$ cat src/rtl/prog_timer_pkg.sv
// Shared constants for the programmable timer: FSM state encoding and mode encoding.
// The encodings match the legacy timer so existing register dumps still decode.
package prog_timer_pkg;

  typedef logic [0:0] state_t;
  typedef logic       mode_t;

  localparam state_t StIdle = 1'b0;
  localparam state_t StRun  = 1'b1;

  localparam mode_t ModeOneshot  = 1'b0;
  localparam mode_t ModePeriodic = 1'b1;

endpackage

$ cat src/rtl/prog_timer_if.sv
// Control/status bundle of the programmable timer.
//   master : drives count_en, load, stop, mode, load_value, prescale; observes count/busy/done
//   slave  : the timer side of the same signals
interface prog_timer_if #(
  parameter int unsigned WIDTH = 9,
  parameter int unsigned PSC_W = 4
);

  logic             count_en;
  logic             load;
  logic             stop;
  logic             mode;
  logic [WIDTH-1:0] load_value;
  logic [PSC_W-1:0] prescale;
  logic [WIDTH-1:0] count;
  logic             busy;
  logic             done;

  modport master (
    output count_en, load, stop, mode, load_value, prescale,
    input  count, busy, done
  );

  modport slave (
    input  count_en, load, stop, mode, load_value, prescale,
    output count, busy, done
  );

endinterface

$ cat src/rtl/prog_timer_tick_prescaler.sv
// Prescaler for the programmable timer. Produces one tick every max+1 enabled cycles.
//   clock, reset : system clock, synchronous active-high reset
//   en           : advance the prescaler this cycle
//   clr          : restart the prescale period (wins over en)
//   max          : terminal prescaler value
//   tick         : combinational, high on the enabled cycle that completes a period
module prog_timer_tick_prescaler #(
  parameter int unsigned PSC_W = 4
) (
  input  logic             clock,
  input  logic             reset,
  input  logic             en,
  input  logic             clr,
  input  logic [PSC_W-1:0] max,
  output logic             tick
);

  logic [PSC_W-1:0] psc_cnt_q, psc_cnt_d;

  assign tick = en & (psc_cnt_q == max);

  always_comb begin
    psc_cnt_d = psc_cnt_q;
    if (clr || tick) begin
      psc_cnt_d = '0;
    end else if (en) begin
      psc_cnt_d = psc_cnt_q + PSC_W'(1);
    end
  end

  always_ff @(posedge clock) begin
    if (reset) begin
      psc_cnt_q <= '0;
    end else begin
      psc_cnt_q <= psc_cnt_d;
    end
  end

endmodule

$ cat src/rtl/prog_timer.sv
// Down-counting timer with prescaler, one-shot/periodic mode, restart and abort.
// Emits a registered single-cycle done pulse on expiry.
//   clock, reset : system clock, synchronous active-high reset (overrides everything)
//   bus (slave)  : count_en, load, stop, mode, load_value, prescale in;
//                  count, busy, done out
// Per-cycle priority: reset > load > stop > tick.
module prog_timer
  import prog_timer_pkg::*;
#(
  parameter int unsigned WIDTH = 9,
  parameter int unsigned PSC_W = 4
) (
  input  logic        clock,
  input  logic        reset,
  prog_timer_if.slave bus
);

  state_t           state_q, state_d;
  logic [WIDTH-1:0] count_q, count_d;
  logic [WIDTH-1:0] reload_q, reload_d;
  logic [PSC_W-1:0] psc_max_q, psc_max_d;
  mode_t            mode_q, mode_d;
  logic             done_q, done_d;
  logic             tick;

  // load and stop both restart the prescale period.
  prog_timer_tick_prescaler #(
    .PSC_W(PSC_W)
  ) u_prescaler (
    .clock(clock),
    .reset(reset),
    .en   ((state_q == StRun) & bus.count_en),
    .clr  (bus.load | bus.stop),
    .max  (psc_max_q),
    .tick (tick)
  );

  always_comb begin
    state_d   = state_q;
    count_d   = count_q;
    reload_d  = reload_q;
    psc_max_d = psc_max_q;
    mode_d    = mode_q;
    done_d    = 1'b0;
    if (bus.load) begin
      count_d   = bus.load_value;
      reload_d  = bus.load_value;
      psc_max_d = bus.prescale;
      mode_d    = bus.mode;
      if (bus.load_value != '0) begin
        state_d = StRun;
      end else begin
        // Zero period expires immediately, in either mode.
        state_d = StIdle;
        done_d  = 1'b1;
      end
    end else if (bus.stop) begin
      state_d = StIdle;
    end else if (tick) begin
      if (count_q > WIDTH'(1)) begin
        count_d = count_q - WIDTH'(1);
      end else begin
        done_d = 1'b1;
        if (mode_q == ModePeriodic) begin
          count_d = reload_q;
        end else begin
          count_d = '0;
          state_d = StIdle;
        end
      end
    end
  end

  always_ff @(posedge clock) begin
    if (reset) begin
      state_q   <= StIdle;
      count_q   <= '0;
      reload_q  <= '0;
      psc_max_q <= '0;
      mode_q    <= ModeOneshot;
      done_q    <= 1'b0;
    end else begin
      state_q   <= state_d;
      count_q   <= count_d;
      reload_q  <= reload_d;
      psc_max_q <= psc_max_d;
      mode_q    <= mode_d;
      done_q    <= done_d;
    end
  end

  assign bus.count = count_q;
  assign bus.busy  = (state_q == StRun);
  assign bus.done  = done_q;

endmodule

$ cat src/flat_wrapper.sv
// flat-port wrapper written by rule: the top's interface ports become plain ports
module prog_timer_flat import prog_timer_pkg::*;
#(
  parameter int unsigned WIDTH = 9,
  parameter int unsigned PSC_W = 4
)
  (clock, reset, bus_count_en, bus_load, bus_stop, bus_mode, bus_load_value, bus_prescale, bus_count, bus_busy, bus_done);
  prog_timer_if #(.WIDTH(WIDTH), .PSC_W(PSC_W)) bus_i ();
  input  logic clock;
  input  logic reset;
  input wire logic [$bits(bus_i.count_en)-1:0] bus_count_en;
  input wire logic [$bits(bus_i.load)-1:0] bus_load;
  input wire logic [$bits(bus_i.stop)-1:0] bus_stop;
  input wire logic [$bits(bus_i.mode)-1:0] bus_mode;
  input wire logic [$bits(bus_i.load_value)-1:0] bus_load_value;
  input wire logic [$bits(bus_i.prescale)-1:0] bus_prescale;
  output wire logic [$bits(bus_i.count)-1:0] bus_count;
  output wire logic [$bits(bus_i.busy)-1:0] bus_busy;
  output wire logic [$bits(bus_i.done)-1:0] bus_done;
  assign bus_i.count_en = bus_count_en;
  assign bus_i.load = bus_load;
  assign bus_i.stop = bus_stop;
  assign bus_i.mode = bus_mode;
  assign bus_i.load_value = bus_load_value;
  assign bus_i.prescale = bus_prescale;
  assign bus_count = bus_i.count;
  assign bus_busy = bus_i.busy;
  assign bus_done = bus_i.done;
  prog_timer #(.WIDTH(WIDTH), .PSC_W(PSC_W)) u_core (.clock(clock), .reset(reset), .bus(bus_i));
endmodule
$ cat config.mk
export PLATFORM = sky130hd
export DESIGN_NAME = prog_timer_flat
export DESIGN_NICKNAME = d
export VERILOG_FILES = /design/src/rtl/prog_timer_pkg.sv /design/src/rtl/prog_timer_if.sv /design/src/rtl/prog_timer_tick_prescaler.sv /design/src/rtl/prog_timer.sv /design/src/flat_wrapper.sv
export SDC_FILE = /design/constraint.sdc
export NUM_CORES = 1
export LEC_CHECK = 0
export CORE_ASPECT_RATIO = 0.5
export CORE_UTILIZATION = 51
export DETAILED_ROUTE_END_ITERATION = 8
export PLACE_DENSITY = 0.79
export SLEW_MARGIN = 25
export SYNTH_ARGS = -nofsm -noshare
export SYNTH_HDL_FRONTEND = slang
export SYNTH_SLANG_ARGS = --single-unit
export TNS_END_PERCENT = 30
$ cat constraint.sdc
create_clock -name clock -period 2.4 [get_ports clock]
set_input_delay 0.48 -clock clock [delete_from_list [all_inputs] [get_ports clock]]
set_output_delay 0.48 -clock clock [all_outputs]
set_load 0.03 [all_outputs]
==> reports/results.txt, run 1 <==
run status = finished clean
half-perimeter wire length after placement = 2.52 mm
CP top delay family = compound AO/OA/AOI/OAI gates
area of the die = 3190 µm²
Pre-Repair DR Iteration Count = 4
Reg-to-Reg Start = u_core.bus.count[1]
CP endpoint kind = register
FF+latch count, synth = 29
gpl congestion = 0.824
Slew Limit Headroom = 69.1%
most frequent cells in the layout = clkdlybuf4s50_1, dfxtp_1, nand2_1
core area = 2700 µm²
CTS Hold Buffers Added = 0
Max Fclk = 0.481 GHz
Syn-to-layout area delta = 29.8%
RSZ-0062 raised after global routing = no
final period utilization = 86.7%
Least-Margin Pin Slew = 0.463 ns
drt total wl = 3.49 mm
Setup Viol. Count Final = 0
leak pwr = 0.742 nW
Yosys warning count = 0
synthesized area = 1510 µm²
area of placed instances = 1870 µm²
# fillers = 210
footprint of the multi-input gates = 850 µm²
crit path launch = bus_count_en
Rows = 13
share of cells above drive strength 1 = 10.3%
CTS HTree Levels = 2
WP data required = 2.56 ns
GRT Overall Usage = 24.1%
antenna fix cells = 0
max-cap violations = 0
fin area = 1960 µm²
critical path arrival = 2.24 ns
PostCTS Resize Cnt = 0
routed len/inst = 14.0 µm
VDD IR max = 0.405 mV
r2r endpoint = u_core.bus.count[5]
Clock Path Buffers = 2
CTS root buffer = clkbuf_8
pin count of the biggest net entering global routing = 22
synthesized net count = 201
Starting Density = 55.8%
post-synthesis cell type count = 50
Post-Synth Adder-Cell Area = 2.49%
crit path capture = u_core.bus.count[1]
I/O pin total = 30
GRT overflow = 0
CTS Buf Count = 5
Main synth FF type = dfxtp_1
TritonCTS clock tree = yes
initial antenna violation count = 0
mux cell area share after synthesis = 4.65%
Final Skew = 0.00379 ns
Setup Fix Bufs, Post-CTS = 0
via count = 1405
sequential cell area fraction in the yosys report = 38.5%
PortBufs = 29
worst skew pair latency = 0.28 ns
CP bufs+invs = 1
Levels on crit path = 6
Post-Syn Instances = 179
die height = 40.4 µm
Initial DRC Count = 100
Worst path max stage delay = 0.51 ns
main combinational cell family by area after synthesis = simple AND/OR/NAND/NOR gates
number of flops mapped to enable cells by yosys = 0
worst hold path type = register to register
Horiz. Die Dim = 78.9 µm
slowest CP cell = clkdlybuf4s50_1
Final Hold Vio Count = 0
Startpoint Class = primary input
Final Max Slew Viols = 0
Crit Path Category = primary input to register
first-pass GRT wire length = 5.43 mm
Post-Synth XOR/XNOR Area = 5.23%
Compound-Gate Fraction of Synth Area = 20.0%
via/cell ratio = 5.62
nets@finish = 235
CTS clk-pin slew, worst paths = 0.06 ns
ys async rst share = 0%
DRC viols = 0
CP max FO = 9
FF+latch area = 581 µm²
number of global-route vias before repair = 1160
R2R Setup Slk = 0.37 ns
Final ANT Viol Nets = 0
mean post-synth cell area = 8.42 µm²
Worst R2R Path Depth = 7
setup TNS = 0 ns
synthesized-area fraction occupied by and/or/nand/nor cells = 24.0%
Num Clock Sinks = 29
worst-path cell chain = clkdlybuf4s50_1 > nand2_2 > a2111o_1 > o31a_1 > a31oi_1 > a221oi_2
Pwr Density = 634 nW/µm²
minimum clock period = 2.08 ns
[cells in the mapped netlist, types with 4 or more instances]
cell      instances  area [µm²]
nand2_1          26        97.6
a21oi_1          14        70.1
xnor2_1           6        52.6
dfxtp_1          29         581
inv_1             4        15.0
nor2_1           20        75.1
nand3_1           5        25.0
mux2i_1           7        70.1
clkbuf_1          5        18.8
[worst register-to-register path, cell delays in order (launching register included)]
cell and delay (ns):
dfxtp_1 0.41, inv_1 0.13, ha_1 0.19, o21bai_1 0.18
and4b_1 0.24, or4_1 0.48, a31o_1 0.23, a21oi_1 0.11
[area by class of cell]
type,count,area share (%)
Timing Repair Buffer,38,18.9
Multi-Input combinational cell,133,43.4
Inverter,6,1.15
Sequential cell,29,29.7
Tap cell,37,2.37
Clock buffer,7,4.41
[how the worst min path moves through the flow]
stage,startpoint,endpoint,slack [ns],cells past startpoint
CTS,u_core.reload_q[5],u_core.reload_q[5],0.47,2
detailed placement,u_core.reload_q[5],u_core.reload_q[5],0.46,2
global route,u_core.reload_q[6],u_core.reload_q[6],0.50,2
global placement,u_core.reload_q[5],u_core.reload_q[5],0.45,2
finish,u_core.reload_q[7],u_core.reload_q[7],0.47,2
floorplan,u_core.reload_q[0],u_core.reload_q[0],0.45,2
[cells by family (layout without fill, tap and decap cells)]
| kind of cell | count (synthesis) | after routing |
|---|---|---|
| and+or+nand+nor | 74 | 74 |
| AOI/OAI and AO/OA | 40 | 40 |
| DFF | 29 | 29 |
| buffers and inverters | 17 | 51 |
| xor gates and xnor gates | 9 | 9 |
| muxes | 7 | 7 |
| adders and majority gates | 3 | 3 |
[where the power goes]
group | switching, mW | total [mW] | internal (mW)
logic | 0.156 | 0.298 | 0.142
registers | 0.0320 | 0.543 | 0.511
clock network | 0.173 | 0.400 | 0.227
[per-layer routing]
layer | GRT usage, % | routed length [µm]
met1 | 31.2 | 1680
met2 | 38.7 | 1510
met3 | 7.50 | 258
met4 | 9.55 | 42
met5 | 0 | 0
[registers in the layout, summed over array words and instances, names as in the netlist]
name,flops
u_core.bus.busy,1
u_core.bus.count,9
u_core.bus.done,1
u_core.mode_q,1
u_core.psc_max_q,4
u_core.reload_q,9
u_core.u_prescaler.psc_cnt_q,4
[stage by stage]
stage	hold slack (ns)	std cells	util, %	worst slack [ns]	total power [mW]
after floorplan	0.445	179	-	0.182	0.739
after detailed placement	0.460	243	69.2	0.0333	0.848
after global routing	0.496	250	72.4	0.203	1.31
final	0.469	250	72.4	0.320	1.24
after CTS	0.469	250	72.4	0.331	1.25
after global placement	0.453	243	69.2	0.0504	0.843
Note: power is estimated with default switching activity, not from simulation.
==> inputs of run 2 (changes only) <==
--- a/config.mk
+++ b/config.mk
@@ -9,7 +9,7 @@
 export CORE_UTILIZATION = 51
 export DETAILED_ROUTE_END_ITERATION = 8
 export PLACE_DENSITY = 0.79
-export SLEW_MARGIN = 25
+export SLEW_MARGIN = 20
 export SYNTH_ARGS = -nofsm -noshare
 export SYNTH_HDL_FRONTEND = slang
 export SYNTH_SLANG_ARGS = --single-unit
==> constraint.sdc (replaced) <==
create_clock -name clock -period 2.05 [get_ports clock]
set_input_delay 0.41 -clock clock [delete_from_list [all_inputs] [get_ports clock]]
set_output_delay 0.41 -clock clock [all_outputs]
set_load 0.03 [all_outputs]
==> reports/results.txt, run 2 (synthesis results as in run 1) <==
Crit Path Category = primary input to register
CTS Buf Count = 5
GRT overflow = 0
max-cap violations = 0
I/O pin total = 30
worst skew pair latency = 0.28 ns
via/cell ratio = 5.74
worst hold path startpoint = u_core.reload_q[5]
routed len/inst = 14.7 µm
initial antenna violation count = 0
first-pass GRT wire length = 6.06 mm
GRT Overall Usage = 26.2%
die height = 40.4 µm
critical path arrival = 2.11 ns
R2R Setup Slk = 0.13 ns
Final Hold Vio Count = 0
Final Skew = 0.00756 ns
pin count of the biggest net entering global routing = 24
CTS root buffer = clkbuf_8
Slew Limit Headroom = 65.7%
Horiz. Die Dim = 78.9 µm
fin cells = 261
Least-Margin Pin Slew = 0.515 ns
CP endpoint kind = register
TritonCTS clock tree = yes
antenna fix cells = 0
Startpoint Class = primary input
# fillers = 212
Starting Density = 55.8%
minimum clock period = 1.95 ns
Max Fclk = 0.513 GHz
drt total wl = 3.84 mm
most frequent cells in the layout = clkdlybuf4s50_1, dfxtp_1, nand2_1
Final Max Slew Viols = 0
via count = 1498
Num Clock Sinks = 29
final period utilization = 95.1%
PnR Total Power = 1.49 mW
hold path cells = 2
Initial DRC Count = 107
DRC viols = 0
CP max FO = 8
core area = 2700 µm²
nets@finish = 246
worst hold path type = register to register
VDD IR max = 0.414 mV
Clock Path Buffers = 2
WP data required = 2.21 ns
gpl congestion = 0.810
share of cells above drive strength 1 = 15.2%
Pre-Repair DR Iteration Count = 4
Pwr Density = 729 nW/µm²
half-perimeter wire length after placement = 2.85 mm
Worst R2R Path Depth = 7
Setup Viol. Count Final = 0
PortBufs = 29
Hold Crit Endpoint = u_core.reload_q[5]
RSZ-0062 raised after global routing = no
Syn-to-layout area delta = 35.5%
Final ANT Viol Nets = 0
r2r endpoint = u_core.bus.count[5]
leak pwr = 0.795 nW
Inst Count DP = 254
CTS HTree Levels = 2
commonest non-fill, non-tap cell in the layout = clkdlybuf4s50_1
Reg-to-Reg Start = u_core.bus.count[1]
CTS Hold Buffers Added = 0
number of global-route vias before repair = 1272
area of the die = 3190 µm²
CTS clk-pin slew, worst paths = 0.06 ns
run status = finished clean
Rows = 13
## run 2: cell types whose count changed in the layout (fill, tap and decap cells not counted)
| cell | change |
|---|---|
| buf_4 | +11 |
| dfxtp_1 | -1 |
| dfxtp_4 | +1 |
## run 2: layout make-up
cell class                      instances  area [µm²]  share of cell area (%)
Sequential cell                        29         584                    28.6
Multi-Input combinational cell        133         850                    41.6
Timing Repair Buffer                   49         453                    22.2
Tap cell                               37        46.3                    2.27
Inverter                                6        22.5                    1.10
Clock buffer                            7        86.3                    4.23
## run 2: worst max-delay path, cell delays in order
cell             delay, ns
clkdlybuf4s50_1       0.49
nand2_2               0.07
a2111o_1              0.38
o31a_1                0.43
a31oi_1               0.24
a221oi_2              0.08
## run 2: worst max path at each step
stage / startpoint / end / slack (ns)
detailed placement: bus_count_en / u_core.bus.count[1] / -0.22
global route: u_core.bus.count[1] / u_core.bus.count[5] / 0.04
finish: bus_count_en / u_core.bus.count[1] / 0.10
CTS: bus_count_en / u_core.bus.count[1] / 0.07
global placement: bus_count_en / u_core.bus.count[1] / -0.17
floorplan: u_core.bus.count[0] / u_core.bus.count[5] / 0.03
## run 2: where the power goes
group / leakage, nW / switching, mW / internal (mW)
Clock: 0.0443 / 0.208 / 0.266
Sequential: 0.239 / 0.0362 / 0.598
Combinational: 0.511 / 0.195 / 0.185
Total: 0.795 / 0.440 / 1.05
## run 2: through the flow
step                util (%)  TNS (ns)  instance area, µm²  hold WS, ns  setup slack [ns]
floorplan                  -         0                1510        0.445            0.0313
global placement        72.4     -1.25                1960        0.454            -0.172
detailed placement      72.4     -1.67                1960        0.454            -0.223
CTS                     75.6         0                2040        0.464            0.0672
global route            75.6         0                2040        0.485            0.0382
finish                  75.6         0                2040        0.466             0.101
## run 2: what timing repair did
action | in CTS | in global routing
resized for setup | 0 | 0
setup buffers | 0 | 0
endpoints found under the setup margin | 0 | 4
## run 2: per-layer routing
layer	global-route usage [%]	share of wire, %	vias up
li1	-	-	733
met1	35.8	47	701
met2	40.7	45	60
met3	6.36	7.4	4
met4	10.5	1.0	0
met5	0	0	-
==> inputs of run 3 (changes only) <==
--- a/config.mk
+++ b/config.mk
@@ -6,7 +6,9 @@
 export NUM_CORES = 1
 export LEC_CHECK = 0
 export CORE_ASPECT_RATIO = 0.5
+export CORE_MARGIN = 2
 export CORE_UTILIZATION = 51
+export CTS_CLUSTER_SIZE = 16
 export DETAILED_ROUTE_END_ITERATION = 8
 export PLACE_DENSITY = 0.79
 export SLEW_MARGIN = 20
==> reports/results.txt, run 3 (synthesis results as in run 1) <==
Horiz. Die Dim = 80.9 µm
WP data required = 2.20 ns
Worst path max stage delay = 0.49 ns
leak pwr = 0.798 nW
Final Hold Vio Count = 0
Final Skew = 0.00546 ns
slowest CP cell = clkdlybuf4s50_1
Startpoint Class = primary input
TritonCTS clock tree = yes
half-perimeter wire length after placement = 2.93 mm
core area = 2700 µm²
critical path arrival = 2.15 ns
nets@finish = 245
Setup Viol. Count Final = 0
footprint of the multi-input gates = 851 µm²
DRC viols = 0
Pre-Repair DR Iteration Count = 4
Reg-to-Reg Start = u_core.bus.count[1]
Clock Path Buffers = 2
Syn-to-layout area delta = 36.1%
drt total wl = 4.06 mm
GRT Overall Usage = 25.9%
gpl congestion = 0.845
worst hold path startpoint = u_core.reload_q[8]
Pwr Density = 751 nW/µm²
fin util = 75.9%
CTS Hold Buffers Added = 0
antenna fix cells = 0
worst hold path type = register to register
I/O pin total = 30
GRT overflow = 0
CTS HTree Levels = 2
PortBufs = 29
minimum clock period = 2.00 ns
CTS root buffer = clkbuf_8
Initial DRC Count = 170
# fillers = 201
Least-Margin Pin Slew = 0.583 ns
CP bufs+invs = 1
pin count of the biggest net entering global routing = 18
via count = 1493
Max Fclk = 0.499 GHz
die height = 42.4 µm
via/cell ratio = 5.72
area of the die = 3430 µm²
Rows = 13
Setup Fix Bufs, Post-CTS = 0
Slew Limit Headroom = 60.6%
CTS clk-pin slew, worst paths = 0.06 ns
RSZ-0062 raised after global routing = yes
Num Clock Sinks = 29
run status = finished clean
initial antenna violation count = 0
PostCTS Resize Cnt = 0
Crit Path Category = primary input to register
dpl ws = -0.233 ns
worst-path cell chain = clkdlybuf4s50_1 > nand2_2 > a2111o_1 > o31a_1 > a31oi_1 > a221oi_2
VDD IR max = 0.373 mV
Starting Density = 55.8%
CP top delay family = compound AO/OA/AOI/OAI gates
worst skew pair latency = 0.28 ns
final worst slack = 0.0459 ns
Final ANT Viol Nets = 0
number of global-route vias before repair = 1349
max-cap violations = 0
Final Max Slew Viols = 0
CTS Buf Count = 5
commonest non-fill, non-tap cell in the layout = clkdlybuf4s50_1
CP endpoint kind = register
final period utilization = 97.8%
first-pass GRT wire length = 6.59 mm
most frequent cells in the layout = clkdlybuf4s50_1, dfxtp_1, nand2_1
crit path launch = bus_count_en
FF+latch area = 584 µm²
routed len/inst = 15.5 µm
share of cells above drive strength 1 = 16.5%
CP max FO = 9
-- run 3: metal layers --
layer	vias to the layer above	track usage, %	part of all wire [%]
met5	-	0	0
met1	699	36.0	46
met4	0	9.83	3.0
met2	54	36.5	44
met3	12	8.84	7.1
li1	728	-	-
-- run 3: path summary, 6_finish.rpt --
kind	cells after the start	end	slack, ns
setup reg to reg	7	u_core.bus.count[5]	0.06
hold / removal	2	u_core.reload_q[8]	0.48
hold reg to reg	2	u_core.reload_q[8]	0.48
setup / recovery	6	u_core.bus.count[1]	0.05
-- run 3: tightest hold or removal path, stage by stage, from the launching register on --
cell and delay (ns):
dfxtp_1 0.31, nand2_1 0.06, a21oi_1 0.06
-- run 3: final cells by class --
type	instances	area share, %
flip-flops and latches	29	28.5
clock inverters	1	0.244
inverters	6	1.10
repair buffers	48	21.7
well taps	37	2.26
clock buffers	7	4.70
multi-input cells	133	41.5
-- run 3: through the flow --
| step | instance area (µm²) | TNS [ns] | total power, mW | hold WS (ns) | std cells |
|---|---|---|---|---|---|
| after global routing | 2050 | -0.0126 | 1.62 | 0.495 | 261 |
| after detailed placement | 1950 | -1.44 | 1.02 | 0.461 | 253 |
| after global placement | 1950 | -1.10 | 1.01 | 0.455 | 253 |
| after floorplan | 1510 | 0 | 0.865 | 0.445 | 179 |
| final | 2050 | 0 | 1.54 | 0.475 | 261 |
| after CTS | 2050 | 0 | 1.54 | 0.474 | 261 |
-- run 3: power by group --
group	internal [mW]	leakage, nW	switching, mW
Sequential	0.598	0.239	0.0388
Combinational	0.185	0.505	0.200
Clock	0.303	0.0542	0.216
